==> src/rtl/div_pkg.sv <==
// Shared definitions for the sequential unsigned divider: FSM states and default widths.
package div_pkg;

    localparam int DIV_DW_DEFAULT = 16;
    localparam int DIV_VW_DEFAULT = 8;

    typedef enum logic [1:0] {
        IDLE = 2'd0,
        RUN  = 2'd1,
        DONE = 2'd2
    } div_state_e;

endpackage

==> src/rtl/div_subtract_stage.sv <==
// One restoring-division step: compare the shifted partial remainder with the
// divisor, subtract when it fits and report the resulting quotient bit.
module div_subtract_stage #(
    parameter int VW = 8
) (
    input  logic [VW:0]   shifted,
    input  logic [VW-1:0] divisor,
    output logic [VW:0]   rem_next,
    output logic          q_bit
);

    logic [VW:0] divisor_ext_s;

    // Conditional subtract: keep the shifted value unless the divisor fits into it.
    always_comb begin
        divisor_ext_s = {1'b0, divisor};
        rem_next      = shifted;
        q_bit         = 1'b0;
        if (shifted >= divisor_ext_s) begin
            rem_next = shifted - divisor_ext_s;
            q_bit    = 1'b1;
        end else begin
            rem_next = shifted;
            q_bit    = 1'b0;
        end
    end

endmodule

==> src/rtl/sequential_unsigned_divider.sv <==
// Multi-cycle restoring divider: one quotient bit per RUN cycle, MSB first.
// The quotient register doubles as the dividend shift register: dividend bits
// leave at the top while quotient bits enter at the bottom. DONE spans two
// cycles; the second one carries the registered done pulse, so done and busy
// always come straight from flops.
module sequential_unsigned_divider
    import div_pkg::*;
#(
    parameter int DW = DIV_DW_DEFAULT,
    parameter int VW = DIV_VW_DEFAULT
) (
    input  logic          clk,
    input  logic          rst,
    input  logic          start,
    input  logic [DW-1:0] dividend,
    input  logic [VW-1:0] divisor,
    output logic          busy,
    output logic          done,
    output logic [DW-1:0] quotient,
    output logic [VW-1:0] remainder,
    output logic          dz
);

    localparam int RW = VW + 1;
    localparam int CW = $clog2(DW + 1);
    localparam logic [CW-1:0] CNT_ZERO = {CW{1'b0}};
    localparam logic [CW-1:0] CNT_ONE  = {{(CW-1){1'b0}}, 1'b1};
    localparam logic [CW-1:0] CNT_LAST = CW'(DW - 1);

    div_state_e    state_r;
    div_state_e    state_s;
    logic [CW-1:0] cnt_r;
    logic [DW-1:0] quot_r;
    logic [RW-1:0] rem_r;
    logic [VW-1:0] divisor_r;
    logic          busy_r;
    logic          done_r;
    logic          dz_r;
    logic [RW-1:0] shifted_s;
    logic [RW-1:0] rem_next_s;
    logic          q_bit_s;

    // Next dividend bit enters the partial remainder; the top bit is always zero
    // between iterations because the stored remainder is below the divisor.
    assign shifted_s = RW'({rem_r, quot_r[DW-1]});

    div_subtract_stage #(
        .VW (VW)
    ) u_stage (
        .shifted  (shifted_s),
        .divisor  (divisor_r),
        .rem_next (rem_next_s),
        .q_bit    (q_bit_s)
    );

    // Next-state logic: IDLE -> RUN (or DONE on zero divisor) -> DONE (two cycles) -> IDLE.
    always_comb begin
        state_s = state_r;
        case (state_r)
            IDLE: begin
                if (start) begin
                    if (divisor == {VW{1'b0}}) begin
                        state_s = DONE;
                    end else begin
                        state_s = RUN;
                    end
                end else begin
                    state_s = IDLE;
                end
            end
            RUN: begin
                if (cnt_r == CNT_LAST) begin
                    state_s = DONE;
                end else begin
                    state_s = RUN;
                end
            end
            DONE: begin
                if (done_r) begin
                    state_s = IDLE;
                end else begin
                    state_s = DONE;
                end
            end
            default: begin
                state_s = IDLE;
            end
        endcase
    end

    // State, datapath and registered outputs with synchronous reset priority.
    always_ff @(posedge clk) begin
        if (rst) begin
            state_r   <= IDLE;
            cnt_r     <= CNT_ZERO;
            quot_r    <= {DW{1'b0}};
            rem_r     <= {RW{1'b0}};
            divisor_r <= {VW{1'b0}};
            busy_r    <= 1'b0;
            done_r    <= 1'b0;
            dz_r      <= 1'b0;
        end else begin
            state_r <= state_s;
            busy_r  <= (state_s != IDLE);
            done_r  <= (state_r == DONE) && !done_r;
            case (state_r)
                IDLE: begin
                    if (start) begin
                        cnt_r     <= CNT_ZERO;
                        divisor_r <= divisor;
                        if (divisor == {VW{1'b0}}) begin
                            quot_r <= {DW{1'b1}};
                            rem_r  <= {1'b0, dividend[VW-1:0]};
                            dz_r   <= 1'b1;
                        end else begin
                            quot_r <= dividend;
                            rem_r  <= {RW{1'b0}};
                            dz_r   <= 1'b0;
                        end
                    end
                end
                RUN: begin
                    quot_r <= {quot_r[DW-2:0], q_bit_s};
                    rem_r  <= rem_next_s;
                    cnt_r  <= cnt_r + CNT_ONE;
                end
                DONE: begin
                    cnt_r <= cnt_r;
                end
                default: begin
                    cnt_r <= CNT_ZERO;
                end
            endcase
        end
    end

    assign busy      = busy_r;
    assign done      = done_r;
    assign quotient  = quot_r;
    assign remainder = rem_r[VW-1:0];
    assign dz        = dz_r;

endmodule

==> config.mk <==
export PLATFORM = sky130hd
export DESIGN_NAME = sequential_unsigned_divider
export DESIGN_NICKNAME = d
export VERILOG_FILES = /design/src/rtl/div_pkg.sv /design/src/rtl/div_subtract_stage.sv /design/src/rtl/sequential_unsigned_divider.sv
export SDC_FILE = /design/constraint.sdc
export NUM_CORES = 1
export LEC_CHECK = 0
export BUFFER_PORTS_ARGS = -buffer_cell sky130_fd_sc_hd__buf_2
export CAP_MARGIN = 20
export CORE_UTILIZATION = 52
export CTS_CLUSTER_SIZE = 8
export DETAILED_ROUTE_END_ITERATION = 10
export GPL_TIMING_DRIVEN = 0
export HOLD_SLACK_MARGIN = 0.1
export PLACE_DENSITY = 0.77
export SLEW_MARGIN = 10
export SYNTH_ARGS = -nofsm -noshare
export SYNTH_HDL_FRONTEND = slang
export SYNTH_SLANG_ARGS = --single-unit
==> constraint.sdc <==
create_clock -name clk -period 2.4 [get_ports clk]
set_input_delay 0 -clock clk [delete_from_list [all_inputs] [get_ports clk]]
set_output_delay 0 -clock clk [all_outputs]
set_load 0.02 [all_outputs]
[Yosys cells after proc, flatten, opt, wreduce, memory -nomap -nowiden]
Index checks and enable logic that the tools add are counted.
Storage, ports and cells
  output and inout port bits: 27
  flip-flop bits (word level): 42
  input port bits: 27
  logic and storage cells: 41
Operators by class
  magnitude comparators: 1
  reduce and logical (&&, ||, !) cells: 9
  bitwise operators: 1
  mux-type cells: 16
  equal/unequal tests: 4
  add/subtract/negate cells: 2
Operator list (count)
  $mux 16: 2
  $pmux 16 s2: 1
  $mux 8: 3
  $pmux 8 s2: 1
  $pmux 5 s3: 1
  $ge 9x8->1: 1
  $logic_not 8->1: 1
  $mux 2: 4
  $sub 8x8->8: 1
  $pmux 2 s3: 1
  $reduce_and 2->1: 3
  $add 5x1->5 const B: 1
  $eq 5x4->1 const B: 1
  $mux 5: 1
  $reduce_bool 2->1: 2
  $eq 2x1->1 const B: 1
  $eq 2x2->1 const B: 1
  $logic_not 2->1: 1
  $mux 1: 2
  $ne 2x2->1 const B: 1
  $logic_and 1x1->1: 1
  $logic_not 1->1: 1
  $not 1->1: 1

[Logic depth before layout (Yosys ltp)]
  depth after elaboration: 5
  mapped depth: 8
  mapped depth without buffers: 8

[Cells and area by module]
A second synthesis with hierarchy kept.
Unflattened totals
  cell total of the unflattened synthesis: 270
  area, all modules: 2351.0 µm²
By module, submodules not included
  sequential_unsigned_divider: seq. area each 840.8 µm², cells each 194, area an instance 1804.2 µm², times used 1
  div_subtract_stage: seq. area each 0.0 µm², cells each 76, area an instance 546.8 µm², times used 1

[Worst setup path after synthesis]
Ideal clock, no wire load.
  path type: flip-flop to flip-flop
  start: register quot_r[15], in the netlist quotient[15]
  end: register rem_r[6]
  cell stages (with the launch flop): 9
  clock period less this slack: 2135 ps
  arrival: 2013 ps
  library setup time: 122 ps
  setup slack: 265 ps
  required time: 2278 ps
  path buffers: 0
  cells stage by stage: dfxtp_1 -> inv_1 -> ha_1 -> fa_1 -> nor2b_1 -> o21ai_0 -> a211oi_2 -> a21oi_1 -> a221o_1
Between the ends
  cells in the longest elaborated chain, start to end: 3
  elaborated cells between the ends (all ways): 4
  classes of those cells: add/sub (1); order compare (1); mux (2)
Ends and longest elaborated chain
  from (decl): RTL line sequential_unsigned_divider.sv:33  | logic [DW-1:0] quot_r;
  from (signal assigned): RTL line sequential_unsigned_divider.sv:96  | quot_r <= {DW{1'b0}};
  from (signal assigned): RTL line sequential_unsigned_divider.sv:112  | quot_r <= {DW{1'b1}};
  from (signal assigned): RTL line sequential_unsigned_divider.sv:116  | quot_r <= dividend;
  $sub 8x8->8 or $ge 9x8->1 (tied branches): RTL line div_subtract_stage.sv:20, div_subtract_stage.sv:19
  $mux 8 *: RTL line div_subtract_stage.sv:19  | if (shifted >= divisor_ext_s) begin
  $pmux 8 s2 *: RTL line sequential_unsigned_divider.sv:106  | case (state_r)
  to (signal assigned): RTL line sequential_unsigned_divider.sv:113  | rem_r <= {1'b0, dividend[VW-1:0]};
  to (signal assigned): RTL line sequential_unsigned_divider.sv:117  | rem_r <= {RW{1'b0}};
  to (signal assigned): RTL line sequential_unsigned_divider.sv:124  | rem_r <= rem_next_s;
  to (decl): RTL line sequential_unsigned_divider.sv:34  | logic [RW-1:0] rem_r;
Every way passes the cells marked *; elsewhere a longest branch is shown, timed or not.
A chain may end at the register's enable or synchronous reset.

[Final worst setup path]
Same ends and word-level chain as after synthesis.

==> impl_results.md <==
- Synth Area in Adders: 6.19%
- Hpwl dp: 4490 µm
- Layout cells sized above 1: 20.7%
- CTS Root Buffer Type: clkbuf_8
- Max-Cap Viols: 0
- CTS resizes: 0
- Diodes inserted: 0
- Synth cell types: 58
- Synth Cell Area: 2340 µm²
- Post-route cell area: 3010 µm²
- DR pass1 iterations: 5
- Crit. End Element: register
- WL met3: 318 µm
- CTS max path bufs: 2
- Syn nets: 335
- Final Util: 69.0%
- CP Class: register to register
- Clock-pin slew on the worst setup and hold paths: 0.08 ns
- Endpoints failing hold: 0
- Die ar.: 4780 µm²
- Clock sink total: 42
- Vias in the first global route: 2341
- Layout Skew: 0.00570 ns
- Least-Margin Pin Slew: 0.570 ns
- PD cells: 701 nW/µm²
- Crit path DAT: 2.43 ns
- Hold Crit Class: input pin to register
- Worst slew margin: 61.9%
- Initial antenna violation count: 0
- Post-Layout Cell Count: 433
- Largest family of logic cells by synthesized area: compound AO/OA/AOI/OAI gates
- Fin crit period: 2.23 ns
- Post-Synth Simple-Gate Area: 23.0%
- Peak supply drop: 0.389 mV
- DP Area: 2670 µm²
- Ys flop type: dfxtp_1
- Initial Util: 53.9%
- Routed wl met2: 3140 µm
- Largest net degree at the start of global routing: 14
- Unrepaired setup endpoints after global routing: no
- # setup viols final: 0
- GRT Total Usage: 28.1%
- DR vias: 2592
- Top routing layer in use: met4
- Multiplexer area fraction after synthesis: 1.28%
- Ys async rst share: 0%
- H-tree levels: 2
- Complex-gate fraction of the synthesized area: 27.0%
- Area Growth Syn to Fin: 28.2%
- Final worst path period share: 93.1%
- Drt drc: 0
- I/O Buffers: 52
- GP Congestion: 0.828
- First-pass GRT wire length: 10800 µm
- Syn avg cell area: 7.89 µm²
- Synth Instances: 297
- Cts bufs inserted: 5
- Startpoint class of the critical path: register
- Filler instances: 381
- Post-synthesis sequential area ratio: 35.9%
- Max Freq: 448 MHz
- GR Overflow Total: 0
- Initial drt markers: 214
- Setup ws final: 0.166 ns
- Row cnt: 24
- Core Region: 4350 µm²
- Synth warnings: 0
- Crit path max fanout: 3
- Hold WS: 0.111 ns
- Vias per cell: 5.99
- TritonCTS clock tree: built
- Top-level I/O count: 54
- Total power draw: 2.11 mW
- Final wirelength: 6610 µm
- Seq cells post-synth: 42
- Final Max Tran Viols: 0
- DRT antenna net count: 0
- Leakage power: 1.31 nW
- Status: finished clean
- WP data required: 2.60 ns
- Nets: 418
- Placed insts: 401
- Met1 Wirelength: 2990 µm
- Setup TNS: 0 ns
- EDFF count, synth: 0
- Reg2reg setup slack: 0.17 ns
- Die Wd: 69.2 µm
- Xor/xnor share of the synthesized area: 1.49%
- Worst-skew pair later-pin latency: 0.30 ns
- Avg WL per Cell: 15.3 µm
- Die Y: 69.2 µm
- DP Worst Slack: 0.211 ns
## worst paths after layout
path,start,endpoint,depth (start not counted)
worst max-delay path,quotient[15]$_SDFFE_PP0P_,rem_r[6]$_SDFFE_PP0P_,8
worst min-delay path,rst,rem_r[3]$_SDFFE_PP0P_,2
worst max register to register,quotient[15]$_SDFFE_PP0P_,rem_r[6]$_SDFFE_PP0P_,8
worst min register to register,quotient[2]$_SDFFE_PP0P_,quotient[3]$_SDFFE_PP0P_,2
## area by class of cell
type	instances	area [µm²]	share of cell area (%)
Clock inverter	1	8.76	0.291
Inverter	14	52.6	1.75
Multi-Input combinational cell	226	1380	46.0
Sequential cell	42	841	28.0
Timing Repair Buffer	76	500	16.7
Tap cell	52	65.1	2.16
Buffer	15	68.8	2.29
Clock buffer	7	86.3	2.87
## logic make-up after synthesis
group,after synthesis
adders and majority gates,11
buffers and inverters,29
and+or+nand+nor,115
DFF,42
AOI/OAI and AO/OA,93
xor gates and xnor gates,4
muxes,3
## synthesized netlist by cell type (2+ instances only)
cell	count	area, µm²
a21oi_1	20	100
a221oi_1	2	17.5
a22oi_1	3	22.5
a31o_2	3	26.3
a31oi_1	16	100
and2_1	3	18.8
and3_1	5	31.3
buf_2	6	30.0
clkbuf_1	6	22.5
dfxtp_1	42	841
ha_1	10	125
inv_1	14	52.6
mux2i_1	3	30.0
nand2_1	39	146
nand2b_1	2	12.5
nand3_1	5	25.0
nand4_1	5	31.3
nor2_1	35	131
nor2b_1	5	31.3
nor3_1	6	30.0
nor4_2	2	25.0
o21a_1	2	15.0
o21ai_0	22	110
o221ai_1	2	17.5
o31ai_1	3	22.5
or3_1	2	12.5
xnor2_1	2	17.5
xor2_1	2	17.5
## power by group
part	internal, mW	total [mW]	switching, mW
Clock	0.238	0.491	0.253
Combinational	0.320	0.811	0.491
Sequential	0.757	0.806	0.0497
## critical path: stages (launching register included)
cell      delay (ns)
dfxtp_1         0.34
inv_1           0.08
ha_1            0.24
fa_1            0.42
nor2b_1         0.22
o21ai_0         0.18
a211oi_2        0.23
a21oi_1         0.07
a221o_1         0.35
## sequential cells by signal, summed over array words and instances, names as in the netlist
register,count
state_r,2
busy,1
quotient,16
rem_r,8
done,1
cnt_r,5
divisor_r,8
dz,1
## routing by layer
layer	vias to the layer above	GRT usage [%]
li1	1240	-
met1	1240	36.9
met2	94	45.4
met3	18	4.68
met4	0	12.0
met5	-	0
## placed cells by master (no fill, tap or decap), drive strengths merged, types with 2 or more instances in the layout
cell type / count
nand2: 39
a21oi: 21
dlygate4sd3: 24
buf: 60
nor4: 3
nor2: 35
o221ai: 2
nand2b: 2
a221oi: 2
nand3: 5
and3: 5
a31o: 3
o21ai: 23
a31oi: 17
inv: 15
xnor2: 2
dfxtp: 42
and2: 3
ha: 10
o31ai: 3
xor2: 2
o21a: 2
a22oi: 3
clkbuf: 14
nor3: 6
nor2b: 5
mux2i: 3
or3: 2
nand4: 5
## timing repair
item / in CTS / in global routing
hold endpoints to repair: 24 / 0
buffers inserted: 0 / 0
hold buffers: 24 / 0
No activity file was read; power rests on OpenSTA's default activity.
